**config.mk**
```make
export PLATFORM = sky130hd
export DESIGN_NAME = codec_config_sequencer
export DESIGN_NICKNAME = d
export VERILOG_FILES = /design/src/rtl/codec_config_sequencer.sv
export SDC_FILE = /design/constraint.sdc
export NUM_CORES = 1
export LEC_CHECK = 0
export ABC_AREA = 0
export CAP_MARGIN = 0
export CORE_MARGIN = 4
export CORE_UTILIZATION = 42
export DETAILED_ROUTE_END_ITERATION = 8
export PLACE_DENSITY = 0.65
export RECOVER_POWER = 50
export SKIP_LAST_GASP = 1
export SLEW_MARGIN = 20
export SYNTH_ARGS = -nofsm -noshare
export SYNTH_HDL_FRONTEND = slang
export SYNTH_SLANG_ARGS = --single-unit
```
**constraint.sdc**
```tcl
create_clock -name i_clock_50 -period 5.35 [get_ports i_clock_50]
set_clock_uncertainty 0.05 [all_clocks]
set_input_delay 1.07 -clock i_clock_50 [delete_from_list [all_inputs] [get_ports i_clock_50]]
set_output_delay 1.07 -clock i_clock_50 [all_outputs]
set_load 0.05 [all_outputs]
```
**src/rtl/codec_config_sequencer.sv**
```systemverilog
// codec_config_sequencer: walks a fixed 10-entry codec register table, issuing one I2C write per entry
module codec_config_sequencer #(
  parameter logic [6:0] SLAVE_ADDR    = 7'h1A,
  parameter int         GAP_CYCLES    = 2048,
  parameter int         START_TIMEOUT = 4096,
  parameter int         XFER_TIMEOUT  = 65536
) (
  input  logic       i_clock_50,
  input  logic       i_reset_n,
  input  logic       i_go,
  output logic       o_busy,
  output logic       o_done,
  output logic       o_error,
  output logic [3:0] o_step,
  output logic       o_i2c_start,
  input  logic       i_i2c_communicating,
  output logic [6:0] o_i2c_slave_address,
  output logic [7:0] o_i2c_register_address,
  output logic [7:0] o_i2c_data_send,
  output logic       o_i2c_write,
  output logic       o_i2c_read
);
  localparam int MAX_T0 = START_TIMEOUT > XFER_TIMEOUT ? START_TIMEOUT : XFER_TIMEOUT;
  localparam int MAX_T  = MAX_T0 > GAP_CYCLES ? MAX_T0 : GAP_CYCLES;
  localparam int TW     = $clog2(MAX_T);
  typedef enum logic [2:0] {IDLE, LOAD, REQ, XFER, GAP, DONE, ERROR} state_t;
  state_t          r_state, w_state;
  logic [3:0]      r_step, w_step;
  logic            r_busy, w_busy, r_done, w_done, r_error, w_error, r_start, w_start;
  logic [7:0]      r_addr, w_addr, r_data, w_data;
  logic [TW-1:0]   r_timer, w_timer;
  logic [1:0]      r_sync;
  logic            w_comm;
  logic [15:0]     w_entry;
  assign w_comm = r_sync[1];
  // table entry {reg[6:0], data[8:0]} for the current step
  always_comb begin
    case (r_step)
      4'd0:    w_entry = 16'h1E00;
      4'd1:    w_entry = 16'h0017;
      4'd2:    w_entry = 16'h0217;
      4'd3:    w_entry = 16'h0479;
      4'd4:    w_entry = 16'h0679;
      4'd5:    w_entry = 16'h0812;
      4'd6:    w_entry = 16'h0A00;
      4'd7:    w_entry = 16'h0C00;
      4'd8:    w_entry = 16'h0E42;
      default: w_entry = 16'h1201;
    endcase
  end
  // next-state and registered-output logic; timer saturates and is cleared on every state entry
  always_comb begin
    w_state = r_state;
    w_step  = r_step;
    w_busy  = r_busy;
    w_done  = r_done;
    w_error = r_error;
    w_start = r_start;
    w_addr  = r_addr;
    w_data  = r_data;
    w_timer = &r_timer ? r_timer : r_timer + 1'b1;
    case (r_state)
      IDLE, DONE, ERROR: begin
        if (i_go) begin
          w_state = LOAD;
          w_busy  = 1'b1;
          w_done  = 1'b0;
          w_error = 1'b0;
          w_step  = 4'd0;
          w_timer = '0;
        end
      end
      LOAD: begin
        w_addr = w_entry[15:8];
        w_data = w_entry[7:0];
        if (!w_comm) begin
          w_state = REQ;
          w_start = 1'b1;
          w_timer = '0;
        end
      end
      REQ: begin
        if (r_timer == TW'(START_TIMEOUT - 1)) begin
          w_state = ERROR;
          w_busy  = 1'b0;
          w_error = 1'b1;
          w_start = 1'b0;
          w_timer = '0;
        end else if (w_comm) begin
          w_state = XFER;
          w_start = 1'b0;
          w_timer = '0;
        end
      end
      XFER: begin
        if (r_timer == TW'(XFER_TIMEOUT - 1)) begin
          w_state = ERROR;
          w_busy  = 1'b0;
          w_error = 1'b1;
          w_timer = '0;
        end else if (!w_comm) begin
          w_state = GAP;
          w_timer = '0;
        end
      end
      GAP: begin
        if (r_timer == TW'(GAP_CYCLES - 1)) begin
          w_timer = '0;
          if (r_step == 4'd9) begin
            w_state = DONE;
            w_busy  = 1'b0;
            w_done  = 1'b1;
          end else begin
            w_state = LOAD;
            w_step  = r_step + 4'd1;
          end
        end
      end
      default: w_state = IDLE;
    endcase
  end
  // state, outputs and the two-flop synchroniser for the slow-domain busy flag
  always_ff @(posedge i_clock_50 or negedge i_reset_n) begin
    if (!i_reset_n) begin
      r_state <= IDLE;
      r_step  <= '0;
      r_busy  <= 1'b0;
      r_done  <= 1'b0;
      r_error <= 1'b0;
      r_start <= 1'b0;
      r_addr  <= '0;
      r_data  <= '0;
      r_timer <= '0;
      r_sync  <= '0;
    end else begin
      r_state <= w_state;
      r_step  <= w_step;
      r_busy  <= w_busy;
      r_done  <= w_done;
      r_error <= w_error;
      r_start <= w_start;
      r_addr  <= w_addr;
      r_data  <= w_data;
      r_timer <= w_timer;
      r_sync  <= {r_sync[0], i_i2c_communicating};
    end
  end
  assign o_busy                 = r_busy;
  assign o_done                 = r_done;
  assign o_error                = r_error;
  assign o_step                 = r_step;
  assign o_i2c_start            = r_start;
  assign o_i2c_slave_address    = SLAVE_ADDR;
  assign o_i2c_register_address = r_addr;
  assign o_i2c_data_send        = r_data;
  assign o_i2c_write            = 1'b1;
  assign o_i2c_read             = 1'b0;
endmodule
```
==> results.md, run 1 <==
* Top delay family on crit path: buffers and inverters
* Critical Path AT at 1780 ps
* Global-route wire length before repair at 7670 um
* Ys async rst share at 100%
* Final #Nets at 273
* Clock Latency Late Sink at between 200 and 300 ps
* #FFs+latches synth at 39
* Area growth from synthesis to layout at 12.1%
* Number of global-route vias before repair at 1,562
* Pwr Density at 491 nW/um^2
* Synth cell types at 51
* Post-DRT Antenna Nets at 0
* Number of synthesized flops with an enable pin at 0
* Total Power at ~1.3 mW
* Port Buf Inserts at 22
* Setup bufs post-CTS at 0
* Clock Pin Slew Worst Setup and Hold Paths at 70 ps
* Post-synth top area cell: dfrtp_1
* Flop pwr share at a little over a third
* Max rail drop VDD at 0.309 mV
* Antenna violations before repair at 0
* Worst min path class: reg -> reg
* Die Ht at a little over 80 um
* Sw Ratio at a little under half
* CP max stage delay at 890 ps
* Largest net degree at the start of global routing at 40
* Fmax at 345 MHz
* Root Buffer: clkbuf_8
* Min Tclk post-route at 2900 ps
* Die Area at 6660 sq um
* Fin Setup TNS at 0 ps
* PostCTS Resize Cnt at 0
* Pre-CTS worst setup slack at ~2500 ps
* Mapped Avg Cell Area at just over 9 sq um
* Final GP Congestion at 0.848
* Initial Util at 44.0%
* RSZ-0062 raised after global routing: no
* Total gr overflow at 0
* Crit-path slowest cell: clkdlybuf4s50_1
* Main synth FF type: dfrtp_1
* Top-count cell post-synth: dfrtp_1
* CTS Buf Count at 5
* Slew @ Worst Pin at between 2000 and 2500 ps
* Setup CP Type: reg -> out
* Post-Synthesis Cell Area at 2270 sq um
* Post-Route WL at 4460 um
* Diodes inserted at 0
* Critical path peak fanout at 16
* CTS tree: built
* Chip Width at 81.6 um
* Comb power frac at 50.1%
* Max Transition Viols Final at 40
* Worst path cell trace: clkdlybuf4s50_1
* CTS H-tree depth at 2
* Post-route setup slack at 2450 ps
* Clk sink count at 39
* Clock share of power at 14.4%
* Failing checks: max-capacitance violations, max-slew violations
* Mapped Cells at 245
* Row count at 26
* Synth cell count leaders: dfrtp_1 (39), nor2_1 (28), nand2_1 (27)
* Sequential fraction of the synthesis area at 42.9%
* Slew Limit Headroom at -37.8%
* Leak Pwr at about 1.1 nW
* WP data required at 4230 ps
* Crit path buf inv count at 1
* Max clock buf depth at 2
* Share of cells above drive strength 1 at 5.73%
* Tcrit/Tclk final at a little over half
* Final core occ at between 40 and 50%
* Post-cts hold buffer count at 0
* Yosys warns at 0
* Drt wl/cell at 13.4 um
* Vias at ~1,700
* Drt drc at 0
* Final setup vio count at 0
* Vias/cell at 5.27
* Critical Path Source Type: flop
* Total track usage at 14.9%
* Max-cap check violation count at 1
* Worst Setup End Kind: output port
* Outcome: finished with violations
* CORE AREA at 5170 sq um
* Hold violation count in the final report at 0
* IO Pins at 37
* Synth top area share at ~43%
* DRT iter0 DRCs at 104
* NetSw at 0.582 mW
* Final HPWL DP at 3280 um
* Pre-antenna DRT Iters at 5
* Power Internal at around 0.67 mW
* Dominant cells by area after synthesis: dfrtp_1 (43%), buf_4 (5.0%), nor2_1 (4.6%)
## layout by cell type (no fill, tap or decap), drive strengths merged, types with 8 or more instances in the layout
| master | synthesis | layout |
|---|---|---|
| clkbuf | 7 | 8 |
| clkdlybuf4s50 | 0 | 20 |
| xor2 | 8 | 8 |
| nor2 | 28 | 28 |
| a21oi | 10 | 10 |
| dfrtp | 39 | 39 |
| o21ai | 20 | 20 |
| nand3 | 8 | 8 |
| conb | 2 | 14 |
| nand2 | 27 | 27 |
## routing by layer
layer	up-vias	wire length (um)	track usage (%)	share of wire, %
li1	869	-	-	-
met1	820	2220	21.6	50
met2	53	1950	22.1	44
met3	6	232	3.40	5.2
met4	0	53	4.49	1.2
met5	-	0	0	0
## cell families after synthesis
logic type,Yosys count,synth area share [%]
muxes,4,1.87
and+or+nand+nor,96,23.3
AOI/OAI and AO/OA,55,15.2
other,2,0.330
adders and majority gates,6,3.63
buffers and inverters,29,7.32
xor gates and xnor gates,14,5.39
DFF,39,42.9
## flip-flops by register name, summed over array words and instances, names as in the netlist
| register | flops |
|---|---|
| r_timer | 16 |
| o_done | 1 |
| o_error | 1 |
| o_step | 4 |
| r_sync | 2 |
| o_busy | 1 |
| o_i2c_data_send | 6 |
| o_i2c_start | 1 |
| o_i2c_register_address | 4 |
| r_state | 3 |
## layout make-up
type	count	area [sq um]
clock buffers	6	72.6
fillers	481	2620
inverters	5	18.8
multi-input cells	189	1180
flip-flops and latches	39	976
well taps	70	87.6
repair buffers	23	218
## power by group through the flow
| stage | Clock, mW | Combinational (mW) | Sequential [mW] |
|---|---|---|---|
| floorplan | 0 | 0.369 | 0.554 |
| global placement | 0 | 0.631 | 0.449 |
| detailed placement | 0 | 0.635 | 0.450 |
| CTS | 0.188 | 0.638 | 0.444 |
| global route | 0.201 | 0.687 | 0.459 |
| finish | 0.180 | 0.628 | 0.445 |
## worst paths after layout
path                       depth (start not counted)                   from  slack, ps                             end
max                                                1  o_step[2]$_DFFE_PN0P_       2450                       o_step[2]
min                                                0    r_sync[0]$_DFF_PN0_        300             r_sync[1]$_DFF_PN0_
max reg2reg                                        7   r_timer[0]$_DFF_PN0_       2650           r_timer[13]$_DFF_PN0_
min reg2reg                                        0    r_sync[0]$_DFF_PN0_        300             r_sync[1]$_DFF_PN0_
max in group asynchronous                          1              i_reset_n       2740            r_timer[7]$_DFF_PN0_
min in group asynchronous                          1              i_reset_n       1320  o_i2c_data_send[6]$_DFFE_PN0P_
## per-stage QoR
stage	area, sq um	hold WS, ps	std cells
4_1_cts	2550	303	332
3_3_place_gp	2480	284	326
6_report	2550	300	332
3_5_place_dp	2480	288	326
2_1_floorplan	2320	281	257
5_1_grt	2550	317	332
(Power assumes the default switching activity.)
==> run 2: changes to the inputs <==
- clock period: 5.35 -> 2.82 ns (I/O delays scaled with it)
==> run 2 against run 1 <==
  * The run still ends with max-capacitance violations, max-slew violations left
  * Combinational power is 100% higher
  * Flip-flop and latch count stayed put
  * Sequential power is 82% higher
  * Global-route usage is 0.34 points higher
  * Non-clock buffer count is 9 higher
  * Register-to-register slack worse by 2300 ps
  * Worst hold slack better by 3.8 ps
  * Critical endpoint is now r_timer[7]$_DFF_PN0_
  * Highest routed layer unchanged
==> results.md, run 2 (synthesized netlist as in run 1, its figures left out) <==
* Hold violation count in the final report at 0 (unchanged)
* Setup bufs post-CTS at 0 (unchanged)
* Largest net degree at the start of global routing at 40 (unchanged)
* Final GP Congestion at 0.834 (was 0.848)
* Pre-antenna DRT Iters at 4 (was 5)
* Tcrit/Tclk final at 88.6%
* Drt drc at 0 (unchanged)
* CTS H-tree depth at 2 (unchanged)
* Most common cell after layout, fill and taps aside: dfrtp_1 (unchanged)
* Diodes inserted at 0 (unchanged)
* Die Area at 6660 sq um (unchanged)
* IO Pins at 37 (unchanged)
* Largest reg by FF count: r_timer (unchanged)
* Final Instance Area at 2650 sq um (was 2550 sq um)
* Critical path peak fanout at 9 (was 16)
* Setup CP Type: reg -> reg (was reg -> out)
* Worst Setup End Kind: flop (was output port)
* Outcome: finished with violations (unchanged)
* CORE AREA at 5170 sq um (unchanged)
* Leak Pwr at 1.15 nW (was 1.08 nW)
* Final HPWL DP at 3430 um (was 3280 um)
* FF-to-FF End: r_timer[7]$_DFF_PN0_ (was r_timer[13]$_DFF_PN0_)
* Share of cells above drive strength 1 at 9.52% (was 5.73%)
* Max rail drop VDD at 0.511 mV (was 0.309 mV)
* Critical Path AT at 2630 ps (was 1780 ps)
* Total gr overflow at 0 (unchanged)
* Fmax at ~400 MHz
* Global-route wire length before repair at 7840 um (was 7670 um)
* Failing checks: max-capacitance violations, max-slew violations (unchanged)
* Total Power at 2.55 mW (was 1.25 mW)
* Initial Util at 44.0% (unchanged)
* Drt wl/cell at 13.5 um (was 13.4 um)
* Worst min path class: reg -> reg (unchanged)
* Area growth from synthesis to layout at 16.7% (was 12.1%)
* Vias/cell at 5.22 (was 5.27)
* PostCTS Resize Cnt at 0 (unchanged)
* Hold path depth at 0 (unchanged)
* Max Transition Viols Final at 40 (unchanged)
* Total track usage at 15.2% (was 14.9%)
* Root Buffer: clkbuf_8 (unchanged)
* Max-cap check violation count at 1 (unchanged)
* R2R setup slack at 320 ps (was 2650 ps)
* Vias at 1,789 (was 1,748)
* Final #Nets at 282 (was 273)
* Row count at 26 (unchanged)
* Port Buf Inserts at 22 (unchanged)
* Slew @ Worst Pin at 2060 ps (was 2070 ps)
* CP startpoint: r_timer[0]$_DFF_PN0_ (was o_step[2]$_DFFE_PN0P_)
* Final core occ at 51.3% (was 49.3%)
* CTS Buf Count at 5 (unchanged)
* Commonest cells after routing, fill and taps aside: dfrtp_1 (39), nor2_1 (28), nand2_1 (27), clkdlybuf4s50_1 (20), o21ai_0 (19) (unchanged)
* Reg2reg start: r_timer[0]$_DFF_PN0_ (unchanged)
* Worst r2r path cells at 8 (was 7)
* Critical Path Source Type: flop (unchanged)
* Clock Latency Late Sink at 290 ps (was 280 ps)
* Number of global-route vias before repair at 1,676 (was 1,562)
* Post-DRT Antenna Nets at 0 (unchanged)
* Post-Route WL at 4650 um (was 4460 um)
* Min Tclk post-route at 2500 ps
* Pwr Density at 961 nW/um^2 (was 491 nW/um^2)
* DRT iter0 DRCs at 101 (was 104)
* Antenna violations before repair at 0 (unchanged)
* Die Ht at 81.6 um (unchanged)
* WP data required at 2950 ps (was 4230 ps)
* Final setup vio count at 0 (unchanged)
* CTS tree: built (unchanged)
* CP endpoint: r_timer[7]$_DFF_PN0_ (was o_step[2])
* Post-cts hold buffer count at 0 (unchanged)
* Placed inst area at 2550 sq um (was 2480 sq um)
* Chip Width at 81.6 um (unchanged)
* Max clock buf depth at 2 (unchanged)
* Fin Setup TNS at 0 ps (unchanged)
* Clk sink count at 39 (unchanged)
* Slew Limit Headroom at -37.7% (was -37.8%)
* RSZ-0062 raised after global routing: no (unchanged)
* Max reg flops at 16 (unchanged)
* Clock Pin Slew Worst Setup and Hold Paths at 70 ps (about the same)
==> run 2: routing by layer <==
| metal | vias up | wire, um | GRT usage (%) |
|---|---|---|---|
| met4 | 0 | 70 | 5.48 |
| met2 | 42 | 2100 | 23.1 |
| met1 | 854 | 2220 | 21.1 |
| met5 | - | 0 | 0 |
| li1 | 887 | - | - |
| met3 | 6 | 248 | 3.73 |
==> run 2: metrics by stage <==
stage / cells / setup WS (ps) / hold WS (ps)
finish: 343 / 322 / 304
global route: 343 / 133 / 310
CTS: 343 / 288 / 309
detailed placement: 335 / 312 / 290
global placement: 335 / 336 / 283
floorplan: 257 / 531 / 218
==> run 2: worst min-delay path by stage <==
stage                                   start                   to  slack, ps
after floorplan                     i_reset_n   o_busy$_DFFE_PN0P_        220
after global placement    r_sync[0]$_DFF_PN0_  r_sync[1]$_DFF_PN0_        280
after detailed placement  r_sync[0]$_DFF_PN0_  r_sync[1]$_DFF_PN0_        290
after CTS                 r_sync[0]$_DFF_PN0_  r_sync[1]$_DFF_PN0_        310
after global routing      r_sync[0]$_DFF_PN0_  r_sync[1]$_DFF_PN0_        310
final                     r_sync[0]$_DFF_PN0_  r_sync[1]$_DFF_PN0_        300
==> run 2: area by class of cell <==
cell class,instances,area (sq um)
inverter,5,18.8
sequential,39,976
fill,480,2520
timing repair buffer,32,282
multi-input combinational,189,1180
clock inverter,3,43.8
tap,70,87.6
clock buffer,5,68.8
==> run 2: where the power goes <==
group          leakage [nW]  switching, mW  total, mW  internal [mW]
Sequential            0.504          0.126      0.810          0.685
Clock                0.0581          0.199      0.462          0.263
Combinational         0.584          0.815       1.28          0.463
Total                  1.15           1.14       2.55           1.41
==> run 2: critical path: stages (launching register included) <==
cell,delay (ps)
dfrtp_1,400
ha_1,180
nand3_1,290
nor4_4,380
nor3_1,120
o22ai_2,250
nor3b_4,430
buf_4,240
nor2_1,60
